[config.mk]
export PLATFORM = sky130hd
export DESIGN_NAME = muldiv_unit_flat
export DESIGN_NICKNAME = d
export VERILOG_FILES = /design/src/rtl/muldiv_unit_if.sv /design/src/rtl/muldiv_unit.sv /design/src/flat_wrapper.sv
export SDC_FILE = /design/constraint.sdc
export NUM_CORES = 1
export LEC_CHECK = 0
export BUFFER_PORTS_ARGS = -buffer_cell sky130_fd_sc_hd__buf_2
export CAP_MARGIN = 20
export CORE_AREA = 5 5 172 174
export CTS_BUF_LIST = sky130_fd_sc_hd__clkbuf_8
export DETAILED_ROUTE_END_ITERATION = 7
export DIE_AREA = 0 0 177 179
export PLACE_DENSITY = 0.75
export REMOVE_ABC_BUFFERS = 1
export SYNTH_ARGS = -nofsm -noshare
export SYNTH_HDL_FRONTEND = slang
export SYNTH_SLANG_ARGS = --single-unit
[constraint.sdc]
create_clock -name clk -period 6 [get_ports clk]
set_clock_uncertainty 0.15 [all_clocks]
set_input_delay 0.6 -clock clk [delete_from_list [all_inputs] [get_ports clk]]
set_output_delay 0.6 -clock clk [all_outputs]
set_load 0.1 [all_outputs]
[src/rtl/muldiv_unit_if.sv]
// muldiv_unit_if
//   Bus between the datapath controller and the multiply/divide unit.
//   master : controller side (drives start/op/a/b/hilo_we/wdata,
//            observes busy/done/dbz/hi/lo)
//   slave  : muldiv_unit side
//   Signals:
//     start   launch an operation (honoured only while busy is low)
//     op      00 MULTU, 01 MULT, 10 DIVU, 11 DIV
//     a, b    multiplicand/dividend and multiplier/divisor
//     hilo_we bit1 writes HI, bit0 writes LO from wdata
//     busy    operation in progress
//     done    one-cycle pulse after hi/lo were written by an operation
//     dbz     sticky divide-by-zero flag
//     hi, lo  architectural HI/LO registers
interface muldiv_unit_if #(
    parameter int WIDTH = 32
);
    logic             start;
    logic [1:0]       op;
    logic [WIDTH-1:0] a;
    logic [WIDTH-1:0] b;
    logic [1:0]       hilo_we;
    logic [WIDTH-1:0] wdata;
    logic             busy;
    logic             done;
    logic             dbz;
    logic [WIDTH-1:0] hi;
    logic [WIDTH-1:0] lo;

    modport master (
        output start, op, a, b, hilo_we, wdata,
        input  busy, done, dbz, hi, lo
    );

    modport slave (
        input  start, op, a, b, hilo_we, wdata,
        output busy, done, dbz, hi, lo
    );
endinterface

[src/rtl/muldiv_unit.sv]
// muldiv_unit
//   Multi-cycle multiply/divide unit holding the architectural HI/LO
//   registers. Radix-2 shift-add multiply and restoring divide on operand
//   magnitudes, one bit per cycle for WIDTH cycles, followed by a single
//   sign-correction/write-back cycle.
//   Ports:
//     clk    rising-edge clock
//     reset  synchronous active-high reset, clears all state
//     bus    muldiv_unit_if slave modport (start/op/a/b/hilo_we/wdata in,
//            busy/done/dbz/hi/lo out)
//   WIDTH must be even and at least 4.
module muldiv_unit #(
    parameter int WIDTH = 32
) (
    input logic          clk,
    input logic          reset,
    muldiv_unit_if.slave bus
);
    localparam int CW = $clog2(WIDTH);

    typedef enum logic [1:0] {
        IDLE,
        CALC,
        FIX
    } state_t;

    state_t             state_q, state_d;
    logic               is_div_q, is_div_d;
    logic               res_neg_q, res_neg_d;
    logic               rem_neg_q, rem_neg_d;
    logic               zero_q, zero_d;
    logic [WIDTH-1:0]   opnd_q, opnd_d;
    logic [2*WIDTH-1:0] acc_q, acc_d;
    logic [CW-1:0]      count_q, count_d;
    logic [WIDTH-1:0]   hi_q, hi_d;
    logic [WIDTH-1:0]   lo_q, lo_d;
    logic               done_q, done_d;
    logic               dbz_q, dbz_d;

    logic               a_neg, b_neg, b_zero;
    logic [WIDTH-1:0]   a_mag, b_mag;
    logic [WIDTH:0]     add_sum;
    logic [WIDTH:0]     sub_diff;
    logic [2*WIDTH-1:0] mul_step, div_step;
    logic [2*WIDTH-1:0] prod_fix;
    logic [WIDTH-1:0]   quot_fix, rem_fix;

    // State and datapath registers; hi/lo/done/dbz are cleared on reset so an
    // aborted operation never leaves a partial result behind.
    always_ff @(posedge clk) begin
        if (reset) begin
            state_q   <= IDLE;
            is_div_q  <= 1'b0;
            res_neg_q <= 1'b0;
            rem_neg_q <= 1'b0;
            zero_q    <= 1'b0;
            opnd_q    <= '0;
            acc_q     <= '0;
            count_q   <= '0;
            hi_q      <= '0;
            lo_q      <= '0;
            done_q    <= 1'b0;
            dbz_q     <= 1'b0;
        end else begin
            state_q   <= state_d;
            is_div_q  <= is_div_d;
            res_neg_q <= res_neg_d;
            rem_neg_q <= rem_neg_d;
            zero_q    <= zero_d;
            opnd_q    <= opnd_d;
            acc_q     <= acc_d;
            count_q   <= count_d;
            hi_q      <= hi_d;
            lo_q      <= lo_d;
            done_q    <= done_d;
            dbz_q     <= dbz_d;
        end
    end

    // Next-state and datapath logic.
    // The accumulator holds {partial product, multiplier} for multiply and
    // {remainder, dividend/quotient} for divide. For a zero divisor the raw
    // dividend is loaded instead of its magnitude: subtracting zero never
    // borrows, so the quotient fills with ones and the remainder ends up as
    // the original a, which is exactly the divide-by-zero result.
    always_comb begin
        state_d   = state_q;
        is_div_d  = is_div_q;
        res_neg_d = res_neg_q;
        rem_neg_d = rem_neg_q;
        zero_d    = zero_q;
        opnd_d    = opnd_q;
        acc_d     = acc_q;
        count_d   = count_q;
        hi_d      = hi_q;
        lo_d      = lo_q;
        dbz_d     = dbz_q;
        done_d    = 1'b0;

        a_neg  = bus.op[0] && bus.a[WIDTH-1];
        b_neg  = bus.op[0] && bus.b[WIDTH-1];
        a_mag  = a_neg ? -bus.a : bus.a;
        b_mag  = b_neg ? -bus.b : bus.b;
        b_zero = (bus.b == '0);

        // Shift-add step: the carry out of the upper-half add is kept as the
        // new MSB when the accumulator shifts right.
        add_sum  = {1'b0, acc_q[2*WIDTH-1:WIDTH]} + {1'b0, opnd_q};
        mul_step = acc_q[0] ? {add_sum, acc_q[WIDTH-1:1]}
                            : {1'b0, acc_q[2*WIDTH-1:1]};

        // Restoring step: trial-subtract from the shifted remainder, which
        // needs WIDTH+1 bits because the bit shifted out is still significant.
        sub_diff = acc_q[2*WIDTH-1:WIDTH-1] - {1'b0, opnd_q};
        div_step = sub_diff[WIDTH] ? {acc_q[2*WIDTH-2:0], 1'b0}
                                   : {sub_diff[WIDTH-1:0], acc_q[WIDTH-2:0], 1'b1};

        prod_fix = res_neg_q ? -acc_q : acc_q;
        quot_fix = (res_neg_q && !zero_q) ? -acc_q[WIDTH-1:0] : acc_q[WIDTH-1:0];
        rem_fix  = (rem_neg_q && !zero_q) ? -acc_q[2*WIDTH-1:WIDTH]
                                          : acc_q[2*WIDTH-1:WIDTH];

        unique case (state_q)
            IDLE: begin
                if (bus.start) begin
                    is_div_d  = bus.op[1];
                    res_neg_d = a_neg ^ b_neg;
                    rem_neg_d = a_neg;
                    zero_d    = bus.op[1] && b_zero;
                    dbz_d     = 1'b0;
                    count_d   = '0;
                    if (bus.op[1]) begin
                        opnd_d = b_mag;
                        acc_d  = {{WIDTH{1'b0}}, (b_zero ? bus.a : a_mag)};
                    end else begin
                        opnd_d = a_mag;
                        acc_d  = {{WIDTH{1'b0}}, b_mag};
                    end
                    state_d = CALC;
                end else begin
                    if (bus.hilo_we[1]) hi_d = bus.wdata;
                    if (bus.hilo_we[0]) lo_d = bus.wdata;
                end
            end
            CALC: begin
                acc_d   = is_div_q ? div_step : mul_step;
                count_d = count_q + CW'(1);
                if (count_q == CW'(WIDTH - 1)) state_d = FIX;
            end
            FIX: begin
                if (is_div_q) begin
                    hi_d  = rem_fix;
                    lo_d  = quot_fix;
                    dbz_d = zero_q;
                end else begin
                    {hi_d, lo_d} = prod_fix;
                end
                done_d  = 1'b1;
                state_d = IDLE;
            end
            default: state_d = IDLE;
        endcase
    end

    assign bus.busy = (state_q != IDLE);
    assign bus.done = done_q;
    assign bus.dbz  = dbz_q;
    assign bus.hi   = hi_q;
    assign bus.lo   = lo_q;
endmodule

[src/flat_wrapper.sv]
// flat-port wrapper written by rule: the top's interface ports become plain ports
module muldiv_unit_flat 
#(
    parameter int WIDTH = 32
)
  (clk, reset, bus_start, bus_op, bus_a, bus_b, bus_hilo_we, bus_wdata, bus_busy, bus_done, bus_dbz, bus_hi, bus_lo);
  muldiv_unit_if #(.WIDTH(WIDTH)) bus_i ();
  input logic clk;
  input logic reset;
  input wire logic [$bits(bus_i.start)-1:0] bus_start;
  input wire logic [$bits(bus_i.op)-1:0] bus_op;
  input wire logic [$bits(bus_i.a)-1:0] bus_a;
  input wire logic [$bits(bus_i.b)-1:0] bus_b;
  input wire logic [$bits(bus_i.hilo_we)-1:0] bus_hilo_we;
  input wire logic [$bits(bus_i.wdata)-1:0] bus_wdata;
  output wire logic [$bits(bus_i.busy)-1:0] bus_busy;
  output wire logic [$bits(bus_i.done)-1:0] bus_done;
  output wire logic [$bits(bus_i.dbz)-1:0] bus_dbz;
  output wire logic [$bits(bus_i.hi)-1:0] bus_hi;
  output wire logic [$bits(bus_i.lo)-1:0] bus_lo;
  assign bus_i.start = bus_start;
  assign bus_i.op = bus_op;
  assign bus_i.a = bus_a;
  assign bus_i.b = bus_b;
  assign bus_i.hilo_we = bus_hilo_we;
  assign bus_i.wdata = bus_wdata;
  assign bus_busy = bus_i.busy;
  assign bus_done = bus_i.done;
  assign bus_dbz = bus_i.dbz;
  assign bus_hi = bus_i.hi;
  assign bus_lo = bus_i.lo;
  muldiv_unit #(.WIDTH(WIDTH)) u_core (.clk(clk), .reset(reset), .bus(bus_i));
endmodule
==> flow_summary_export.csv <==
group,metric,value,unit
outcome,status,"completed",
hold_path,min-delay-start,"bus_wdata[1]",
power_and_ir_drop,pwr_density_cell,224,nW/um2
sta,setup_viol_count_final,0,
clock_network,clk_latency,0.48,ns
detailed_routing,vias,16030,
clock_network,cts_root_buf,"clkbuf_8",
synth,ys.flop_type,"dfxtp_1",
final_layout,ff_latch_area,3470,um2
floorplanning,die_w,177,um
clock_network,cts_hold_buf,0,
final_layout,area_growth,9.50,%
sta,rsz0062_at_grt,"false",
synth,synth_largest_area_cell,"dfxtp_1",
sta,min_period_over_period,69.5,%
placement,gp_congestion,0.997,
sta,fin_ws,1.83,ns
critical_path,crit_fanout,9,
grt,grt_pass1_vias,14702,
critical_path,required,6.23,ns
critical_path,startpoint_type,"flip-flop",
final_layout,fin_util,59.8,%
sta,drv_slew,0,
synth,synth_commonest_cells,"273 x nor2_1, 231 x a21oi_1, 173 x dfxtp_1",
clock_network,cts_setup_buffers,0,
final_layout,fin_cells,2533,
power_and_ir_drop,p_leak,6.71,nW
critical_path,startpoint,"u_core.acc_q[34]",
grt,grt.total_usage,33.1,%
sta,maxSlewHeadroom,37.0,%
critical_path,cp.arrival,4.39,ns
clock_network,cts_tree,"yes",
placement,placedCellCount,2502,
floorplanning,fp.dieArea,31700,um2
power_and_ir_drop,comb_power_share,39.1,%
synth,synth_area_per_cell,7.30,um2
grt,grt_pass1_wl,83.0,mm
detailed_routing,firstDrtPassIters,6,
clock_network,path_clk_slew,0.12,ns
hold_path,hold_depth,3,
synth,synth_edf_count,0,
sta,worstMarginPinSlew,0.944,ns
sta,fmax,0.240,GHz
critical_path,reg2reg_slack,1.83,ns
sta,finalHoldViolations,0,
detailed_routing,drt_iter0_drc,1532,
synth,synth_top_area_share,23.0,%
synth,synth_area,15100,um2
job,maxCapViolCount,0,
detailed_routing,vias_per_cell,6.33,
grt,grt_max_degree,92,
critical_path,crit_path_end_kind,"flip-flop",
sta,period_needed,4.17,ns
synth,ys_seq_elements,173,
final_layout,multi_input_area,10900,um2
final_layout,post-route-cell-area,16500,um2
synth,synth.most_common_cell,"nor2_1",
power_and_ir_drop,swShare,42.9,%
grt,grt_overflow,0,
final_layout,drive_gt1_share,12.7,%
synth,synthArstFlopShare,0,%
critical_path,reg2reg_to,"u_core.acc_q[62]",
clock_network,clock_sinks,173,
power_and_ir_drop,power.internal,2.11,mW
final_layout,filler_cell_count,2695,
synth,synth_seq_area_share,23.0,%
placement,dp_hpwl,41.4,mm
detailed_routing,wl_per_cell,21.3,um
sta,setup_tns,0,ns
synth,synthCells,2065,
detailed_routing,drtAntennaViolNets,0,
synth,yosys.cell_types.count,79,
critical_path,ff2ff_path_depth,12,
grt,antenna_found_initial,0,
power_and_ir_drop,switchingPower,1.59,mW
placement,placed_area,16100,um2
power_and_ir_drop,pwr-share-seq,36.6,%
floorplanning,rows,61,
power_and_ir_drop,clockPowerShare,24.3,%
critical_path,rr_startpoint,"u_core.acc_q[34]",
floorplanning,core-area,27600,um2
critical_path,crit_type,"flip-flop to flip-flop",
floorplanning,pin_count,170,
clock_network,cts_max_path_buffers,2,
detailed_routing,routed_wl,54.0,mm
clock_network,cts_made_buffers,17,
clock_network,cts_resized,0,
hold_path,hp-class,"input pin to flip-flop",
hold_path,hold_end,"u_core.bus.hi[1]",
placement,place_ws,1.56,ns
final_layout,final_nets,2318,
detailed_routing,drc,0,
synth,synthTopCellsByArea,"dfxtp_1 23%, a21oi_1 7.7%, nor2_1 6.8%",
power_and_ir_drop,peakVddDrop,0.131,mV
placement,io_buffers,169,
floorplanning,die_y,179,um
clock_network,htree_levels,4,
synth,yosysWarnings,0,
final_layout,antenna_cells,0,
floorplanning,start_util,54.6,%
-- cells in the final DEF (no fill, tap or decap), drive strengths merged, types with 49 or more instances in the layout --
master	n
dfxtp	173
xnor2	109
a21oi	231
nand2	169
o21ai	132
mux2i	49
ha	70
inv	66
xor2	79
nor2	274
buf	190
a211oi	84
-- metrics by stage --
stage | hold slack (ns) | power, mW
final | 0.261 | 3.70
after global routing | 0.268 | 3.88
after CTS | 0.240 | 3.68
after detailed placement | 0.307 | 2.80
after global placement | 0.302 | 2.78
after floorplan | 0.284 | 2.36
-- power groups by stage --
stage | sequential (mW) | combinational [mW] | clock [mW]
finish | 1.35 | 1.45 | 0.899
global route | 1.36 | 1.57 | 0.952
CTS | 1.34 | 1.43 | 0.906
detailed placement | 1.37 | 1.42 | 0
global placement | 1.37 | 1.41 | 0
floorplan | 1.49 | 0.878 | 0
-- cell families after synthesis --
group           synth area share, %
fa+ha+maj                      6.07
simple gates                   21.5
compound gates                 29.0
flops                          23.0
xor+xnor                       10.9
mux                            4.60
buf+inv                        4.90
-- critical path: stages (launching register included) --
cell and delay (ns):
dfxtp_1 0.64, ha_1 0.36, a21oi_1 0.18, nand2_1 0.12, a2111oi_0 0.42, buf_4 0.20, o21ai_0 0.22, a21oi_1 0.53
a41oi_1 0.39, a221oi_1 0.38, xnor2_1 0.16, nor2_1 0.06, o41ai_1 0.26
-- state kept, by name, indices dropped and copies added (netlist names), 2 cells and up --
register	count
u_core.state_q	2
u_core.acc_q	64
u_core.opnd_q	32
u_core.bus.hi	32
u_core.count_q	5
u_core.bus.lo	32
-- worst max-delay path by stage --
stage	to	slack (ns)	depth (start not counted)
finish	u_core.acc_q[62]	1.83	12
global route	u_core.acc_q[50]	1.60	13
CTS	u_core.acc_q[50]	1.86	14
detailed placement	u_core.acc_q[27]	1.56	13
global placement	u_core.acc_q[27]	1.68	13
floorplan	u_core.acc_q[59]	1.06	12
-- per-layer routing --
| layer | global-route usage [%] | wire length, um | up-vias |
|---|---|---|---|
| met3 | 5.10 | 5160 | 101 |
| li1 | - | - | 7668 |
| met2 | 52.2 | 23400 | 762 |
| met5 | 0 | 0 | - |
| met1 | 45.9 | 23500 | 7499 |
| met4 | 12.4 | 1950 | 0 |
-- area by class of cell --
cell class,instances,share of cell area [%]
Multi-Input combinational cell,1699,66.2
Sequential cell,173,21.0
Timing Repair Buffer,190,6.14
Clock inverter,13,0.917
Tap cell,378,2.86
Inverter,62,1.41
Clock buffer,18,1.50
(Power assumes the default switching activity.)
